===== src/rtl/mhsa_pkg.sv =====
// Shared types and constants for the MHSA usram scheduler slice.
package mhsa_pkg;

  localparam int USRAM_AW = 14;
  localparam int USRAM_DW = 64;

  typedef enum logic [1:0] {
    IDLE    = 2'd0,
    LOAD    = 2'd1,
    COMPUTE = 2'd2,
    STORE   = 2'd3
  } sched_state_e;

endpackage


===== src/rtl/usram_port_mux.sv =====
// usram owner select: host drives the port in IDLE, the scheduler otherwise.
// Host writes arriving while the scheduler owns the port are reported on host_drop.
module usram_port_mux
  import mhsa_pkg::*;
#(
  parameter int AW = USRAM_AW
) (
  input  logic                clk,
  input  logic                rst_n,
  input  logic                host_sel,
  input  logic [AW-1:0]       host_addr,
  input  logic [USRAM_DW-1:0] host_wdata,
  input  logic                host_we,
  input  logic [AW-1:0]       sch_addr,
  input  logic [USRAM_DW-1:0] sch_wdata,
  input  logic                sch_we,
  output logic [AW-1:0]       sram_addr,
  output logic [USRAM_DW-1:0] sram_wdata,
  output logic                sram_we,
  output logic                host_drop
);

  assign sram_addr  = host_sel ? host_addr  : sch_addr;
  assign sram_wdata = host_sel ? host_wdata : sch_wdata;
  assign sram_we    = host_sel ? host_we    : sch_we;

  always_ff @(posedge clk) begin
    if (!rst_n) begin
      host_drop <= 1'b0;
    end else begin
      host_drop <= host_we & ~host_sel;
    end
  end

endmodule


===== src/rtl/mhsa_usram_sched.sv =====
// Job sequencer for the shared usram: LOAD input words into the engine, run
// COMPUTE, STORE the results, then raise a sticky done.
//
// Handshakes: a load read issues in any LOAD cycle with eng_ld_ready=1 and its
// data is presented with eng_ld_valid exactly one cycle later (no back-pressure
// on delivery); a store beat transfers in any cycle with eng_st_valid &
// eng_st_ready, and is written to the usram in that same cycle.
module mhsa_usram_sched
  import mhsa_pkg::*;
#(
  parameter int LOAD_WORDS  = 64,
  parameter int STORE_WORDS = 64,
  parameter int AW          = USRAM_AW
) (
  input  logic          clk,
  input  logic          rst_n,
  input  logic [31:0]   csr_start,
  input  logic [31:0]   csr_input_base,
  input  logic [31:0]   csr_output_base,
  input  logic [31:0]   host_addr,
  input  logic [63:0]   host_wdata,
  input  logic          host_we,
  output logic [63:0]   host_rdata,
  output logic          host_drop,
  output logic [AW-1:0] sram_addr,
  output logic [63:0]   sram_wdata,
  output logic          sram_we,
  input  logic [63:0]   sram_rdata,
  input  logic          eng_ld_ready,
  output logic          eng_ld_valid,
  output logic [63:0]   eng_ld_data,
  output logic          eng_start,
  input  logic          eng_done,
  input  logic          eng_st_valid,
  input  logic [63:0]   eng_st_data,
  output logic          eng_st_ready,
  output logic          busy,
  output logic          done,
  output logic [1:0]    dbg_state
);

  localparam logic [14:0] LD_LAST = 15'(LOAD_WORDS - 1);
  localparam logic [14:0] ST_LAST = 15'(STORE_WORDS - 1);

  sched_state_e  state;
  logic          start_q;
  logic [AW-1:0] in_base;
  logic [AW-1:0] out_base;
  logic [14:0]   rd_cnt;
  logic [14:0]   wr_cnt;
  logic [AW-1:0] sch_addr;
  logic          sch_we;
  logic          unused_bits;

  assign unused_bits = ^{csr_start[31:1], csr_input_base[31:AW],
                         csr_output_base[31:AW], host_addr[31:AW]};

  // Offsets are added in AW bits so the block wraps around the top of the usram.
  always_comb begin
    sch_addr = in_base + rd_cnt[AW-1:0];
    if (state == STORE) begin
      sch_addr = out_base + wr_cnt[AW-1:0];
    end
  end

  assign sch_we       = (state == STORE) && eng_st_valid;
  assign eng_st_ready = (state == STORE);
  assign busy         = (state != IDLE);
  assign eng_ld_data  = sram_rdata;
  assign host_rdata   = sram_rdata;
  assign dbg_state    = state;

  usram_port_mux #(.AW(AW)) u_port_mux (
    .clk        (clk),
    .rst_n      (rst_n),
    .host_sel   (state == IDLE),
    .host_addr  (host_addr[AW-1:0]),
    .host_wdata (host_wdata),
    .host_we    (host_we),
    .sch_addr   (sch_addr),
    .sch_wdata  (eng_st_data),
    .sch_we     (sch_we),
    .sram_addr  (sram_addr),
    .sram_wdata (sram_wdata),
    .sram_we    (sram_we),
    .host_drop  (host_drop)
  );

  always_ff @(posedge clk) begin
    if (!rst_n) begin
      state        <= IDLE;
      start_q      <= 1'b0;
      in_base      <= '0;
      out_base     <= '0;
      rd_cnt       <= '0;
      wr_cnt       <= '0;
      eng_ld_valid <= 1'b0;
      eng_start    <= 1'b0;
      done         <= 1'b0;
    end else begin
      start_q      <= csr_start[0];
      eng_ld_valid <= 1'b0;
      eng_start    <= 1'b0;
      case (state)
        IDLE: begin
          if (csr_start[0] && !start_q) begin
            state    <= LOAD;
            in_base  <= csr_input_base[AW-1:0];
            out_base <= csr_output_base[AW-1:0];
            rd_cnt   <= '0;
            wr_cnt   <= '0;
            done     <= 1'b0;
          end
        end
        LOAD: begin
          if (eng_ld_ready) begin
            eng_ld_valid <= 1'b1;
            rd_cnt       <= rd_cnt + 15'd1;
            // The last word's data and the compute start land in the same cycle.
            if (rd_cnt == LD_LAST) begin
              state     <= COMPUTE;
              eng_start <= 1'b1;
            end
          end
        end
        COMPUTE: begin
          if (eng_done) begin
            state <= STORE;
          end
        end
        STORE: begin
          if (eng_st_valid) begin
            wr_cnt <= wr_cnt + 15'd1;
            if (wr_cnt == ST_LAST) begin
              state <= IDLE;
              done  <= 1'b1;
            end
          end
        end
        default: state <= IDLE;
      endcase
    end
  end

endmodule

===== config.mk =====
export PLATFORM = sky130hd
export DESIGN_NAME = mhsa_usram_sched
export DESIGN_NICKNAME = d
export VERILOG_FILES = /design/src/rtl/mhsa_pkg.sv /design/src/rtl/usram_port_mux.sv /design/src/rtl/mhsa_usram_sched.sv
export SDC_FILE = /design/constraint.sdc
export NUM_CORES = 1
export LEC_CHECK = 0
export BUFFER_PORTS_ARGS = -buffer_cell sky130_fd_sc_hd__buf_2
export CAP_MARGIN = 15
export CORE_AREA = 2 2 210 212
export DETAILED_ROUTE_END_ITERATION = 6
export DIE_AREA = 0 0 212 214
export PLACE_DENSITY = 0.44
export RECOVER_POWER = 25
export SLEW_MARGIN = 15
export SYNTH_ARGS = -nofsm -noshare
export SYNTH_HDL_FRONTEND = slang
export SYNTH_SLANG_ARGS = --single-unit

===== constraint.sdc =====
create_clock -name clk -period 5.5 [get_ports clk]
set_input_delay 0.825 -clock clk [delete_from_list [all_inputs] [get_ports clk]]
set_output_delay 0.825 -clock clk [all_outputs]
set_load 0.02 [all_outputs]

; ---- Word-level counts from Yosys, hierarchy flattened
; Cells that the tools add are included.
[totals]
reg_bits = 65
ramBits = 0
output_inout_bits = 215
latchBits = 0
memories = 0
elab_cells = 63
inputBits = 326
romBits = 0
[op_classes]
bitwise = 2
n_mul = 0
mux = 22
shifts = 0
order_cmp = 0
n_eq_ne = 11
add_sub_neg = 4
div = 0
n_reduce_logical = 14
[ops]
columns = op, count
row1 = two-way mux 64 bit, 1
row2 = one-hot mux 15 bit (2 select lines), 2
row3 = two-way mux 15 bit, 3
row4 = adder 15 x 1 -> 15 bit (second input constant), 2
row5 = equality test 15 x 6 -> 1 bit (second input constant), 2
row6 = adder 14 bit, 2
row7 = two-way mux 14 bit, 2
row8 = two-way mux 2 bit, 6
row9 = inequality test 2 bit (second input constant), 5
row10 = AND reduction 3 bit, 3
row11 = one-hot mux 2 bit (4 select lines), 1
row12 = two-way mux 1 bit, 6
row13 = AND reduction 6 bit, 1
row14 = nonzero test 2 bit, 3
row15 = equality test 2 bit (second input constant), 2
row16 = AND reduction 2 bit, 2
row17 = AND reduction 4 bit, 1
row18 = equality test 2 x 1 -> 1 bit (second input constant), 1
row19 = logical AND 1 bit, 2
row20 = logical NOT 2 bit, 1
row21 = inequality test 2 x 1 -> 1 bit (second input constant), 1
row22 = one-hot mux 1 bit (2 select lines), 1
row23 = AND 1 bit, 1
row24 = logical NOT 1 bit, 1
row25 = NOT 1 bit, 1

; ---- Depth between registers and ports, before layout
[logic_depth]
ltp_word = 4
ltp_mapped = 9
depth_no_buf = 8

; ---- Modules after synthesis
; From an unflattened synthesis, not the netlist that was laid out.
[unflattened]
cells_unflattened = 722
hier_area_um2 = 6560.0
[by_module_without_submodules]
columns = module, cells_each, area_per_inst_um2, instances, seq_area_each_um2
row1 = mhsa_usram_sched, 632, 5173.7, 1, 1281.2
row2 = usram_port_mux, 90, 1386.3, 1, 20.0

; ---- Least setup slack after synthesis
; Ideal clock, no wire load.
[synth_timing]
path_kind = reg-to-output
startpoint = register wr_cnt[0]
endpoint = output port sram_addr[12]
n_path_buf = 0
path_slack_ns = 2.164
arrival_ns = 2.511
required_time_ns = 4.675
stages_incl_launch_ff = 9
cell_sequence = dfxtp_1 ha_1 fa_1 a21o_1 a2111oi_0 nor3_1 nor3_1 nor4b_1 a221oi_1
[synth_between]
elab_chain_cells = 3
[synth_lines]
columns = element, line_no
row1 = "start, declared", mhsa_usram_sched.sv:50  ; logic [14:0] wr_cnt;
row2 = "start signal, assigned", mhsa_usram_sched.sv:133  ; wr_cnt <= wr_cnt + 15'd1;
row3 = adder 14 bit, mhsa_usram_sched.sv:62  ; sch_addr = out_base + wr_cnt[AW-1:0];
row4 = two-way mux 14 bit, mhsa_usram_sched.sv:61  ; if (state == STORE) begin
row5 = two-way mux 14 bit, usram_port_mux.sv:23  ; assign sram_addr = host_sel ? host_addr : sch_addr;
row6 = "end, declared", mhsa_usram_sched.sv:25  ; output logic [AW-1:0] sram_addr,
; No other way between the ends.

; ---- Worst setup path after layout
; Same ends and word-level chain as after synthesis.

==> reports/metrics.csv <==
metric,value,unit
status,"complete, but fails checks",
violations,"capacitance limit, slew limit",
synth_area_leaders,"dfxtp_1 22%, buf_4 16%, mux2_2 12%, ha_1 6.7%, nand2_1 5.6%",
ctsHtreeMaxLevel,3,
hp-class,flip-flop to flip-flop,
p_switching,1580,µW
overflow,0,
min_path_cells,2,
crit_buf_inv,1,
nets,1207,
power.internal,1630,µW
report.final.slew_viol_count,40,
grt_util_met1,0.146,
synth_area_per_cell,8.23,µm²
layout_commonest_cell,buf_2,
crit_family,compound AO/OA/AOI/OAI gates,
min_from,out_base[11],
slew_headroom,-0.169,
peakVddDrop,0.260,mV
cts_tree,built,
seq_power_share,0.174,
synth_top_area_frac,0.219,
portBuffers,263,
grt_use_total,0.115,
cts_resized,0,
core_area,42900,µm²
clkSlewWorstSetupHoldPaths,0.06,ns
drc,0,
crit_fanout,5,
crit_arrival,3.26,ns
drt_wl_total,26.7,mm
drt_iter0_drc,262,
powerDensity,439,nW/µm²
ctsHoldBuffers,0,
placed_area,6980,µm²
final_area,7300,µm²
syn_inst,723,
setup_viol,0,
clockPowerShare,0.196,
via_per_inst,3.78,
fin_setup_tns,0,ns
regToRegStartpoint,dbg_state[1],
grtUsageMet2,0.176,
worstMarginPinSlew,1.75,ns
syn-num-nets,1083,
clockBufferDepth,2,
post_cts_buffers,0,
ys_ff_latch,65,
fin_util,0.170,
fin_crit_sh,0.742,
final_cell_mix,"262 x buf_2, 89 x nand2_1, 65 x dfxtp_1",
finalClockSkew,0.00616,ns
grt_max_degree,71,
critPathMaxStageDelay,0.64,ns
synth_top_area_cell,dfxtp_1,
synth_edf_count,0,
avgRoutedWirePerCell,18.6,µm
numCtsBuffers,9,
cts_sinks,65,
synthesis.area,5950,µm²
busiest_layer,met2,
yosysSeqAreaShare,0.219,
dr.pass1.iters,4,
ys_types,64,
clkLatencyLatePin,0.34,ns
antenna_found_initial,8,
p_total,3210,µW
startpoint_type,flip-flop,
cp.required,4.68,ns
min_to,out_base[11],
die_area,45400,µm²
fmax,0.245,GHz
crit_chain,"ha_1, fa_1, a21o_1, a2111oi_0, nor3_1, nor3_1, nor4b_1, a221oi_1, buf_2",
leakagePower,0.00321,µW
critPathKind,flip-flop to output pin,
final_layout_size_suffix_gt1_frac,0.420,
antenna_left,0,
rsz0062_at_grt,false,
sw_frac_of_total,0.492,
r2r_slack,2.51,ns
combPwrFrac,0.630,
gp_congestion,0.980,
dr_total_vias,5435,
period_minus_slack,4.08,ns
areaGrowthSynthToFinish,22.7,%
use_met3,0.0501,
critPathSlowestCell,a2111oi_0,
yosysWarnings,0,
rows,76,
synthArstFlopShare,0,
ioPinCount,541,
fp.dieW,212,µm
yosys_most_used_dff,dfxtp_1,
r2r-end,rd_cnt[4],
finalHoldViolCount,0,
ff2ff_path_depth,7,
endpoint_kind,output pin,
cts_root_buf,clkbuf_16,
fp.dieH,214,µm
crit_top_cell,nor3_1,
dp_hpwl,22.5,mm
initial_core_util,0.139,
grt_pass1_wl,37.5,mm
maxCapViolations,1,
first_global_vias,5453,
-- state kept, by name (all words and copies together) (netlist names) --
register / flops
dbg_state: 2
done: 1
eng_ld_valid: 1
eng_start: 1
in_base: 14
out_base: 14
rd_cnt: 15
start_q: 1
u_port_mux.host_drop: 1
wr_cnt: 15
-- routing by layer --
layer | part of all wire | routed length, µm
met3 | 0.093 | 2490
met4 | 0.025 | 677
met2 | 0.44 | 11800
met5 | 0.00026 | 7
met1 | 0.44 | 11800
-- synth_stat cells (11+ instances only) --
library cell,n
nand3_1,12
inv_1,12
nor2_1,39
a21oi_1,22
xor2_1,24
a21boi_0,20
mux2_2,64
buf_4,128
dfxtp_1,65
o21ai_0,24
nor3_1,13
ha_1,32
a21boi_1,11
nand2_1,89
xnor2_1,17
clkbuf_1,15
-- power groups by stage --
stage / Combinational, µW / Sequential, µW / Clock [µW]
2_1_floorplan: 1390 / 560 / 0
3_3_place_gp: 2030 / 570 / 0
3_5_place_dp: 2040 / 570 / 0
4_1_cts: 2040 / 560 / 647
5_1_grt: 2160 / 563 / 661
6_report: 2020 / 557 / 629
-- worst reg2reg max path, delay by kind of cell (launching register included) --
kind | cells | cell delay, ns
compound gates | 1 | 0.81
buf+inv | 3 | 0.70
fa+ha+maj | 1 | 0.38
simple gates | 2 | 0.55
flops | 1 | 0.40
-- final cells by class --
type | count | area, µm²
Antenna cell | 2 | 5.00
Timing Repair Buffer | 267 | 1350
Inverter | 13 | 48.8
Clock inverter | 7 | 95.1
Tap cell | 585 | 732
Fill cell | 4833 | 35600
Sequential cell | 65 | 1300
Multi-Input combinational cell | 491 | 3550
Clock buffer | 9 | 225
-- logic make-up (layout without fill, tap and decap cells) --
kind of cell | after synthesis | count (layout) | share of synthesized area
buffers and inverters | 167 | 296 | 0.187
muxes | 72 | 72 | 0.135
adders and majority gates | 34 | 34 | 0.0740
DFF | 65 | 65 | 0.219
other | 0 | 2 | 0
and+or+nand+nor | 209 | 209 | 0.167
AOI/OAI and AO/OA | 135 | 135 | 0.158
xor gates and xnor gates | 41 | 41 | 0.0603
-- per-stage QoR --
stage / hold WS [ns] / worst slack [ns] / cells
finish: 0.467 / 1.42 / 1439
global route: 0.478 / 1.01 / 1437
CTS: 0.468 / 1.25 / 1437
detailed placement: 0.459 / 1.65 / 1421
global placement: 0.449 / 1.73 / 1421
floorplan: 0.439 / 2.16 / 723
-- worst max-delay path by stage --
stage                   start            end  slack [ns]  cells past startpoint
floorplan           wr_cnt[0]  sram_addr[12]        2.16                      8
global placement    wr_cnt[0]  sram_addr[12]        1.73                      9
detailed placement  wr_cnt[0]  sram_addr[12]        1.65                      9
CTS                 wr_cnt[0]  sram_addr[12]        1.25                      9
global route        wr_cnt[0]  sram_addr[12]        1.01                      9
finish              wr_cnt[0]  sram_addr[12]        1.42                      9
No activity file was read; power rests on OpenSTA's default activity.
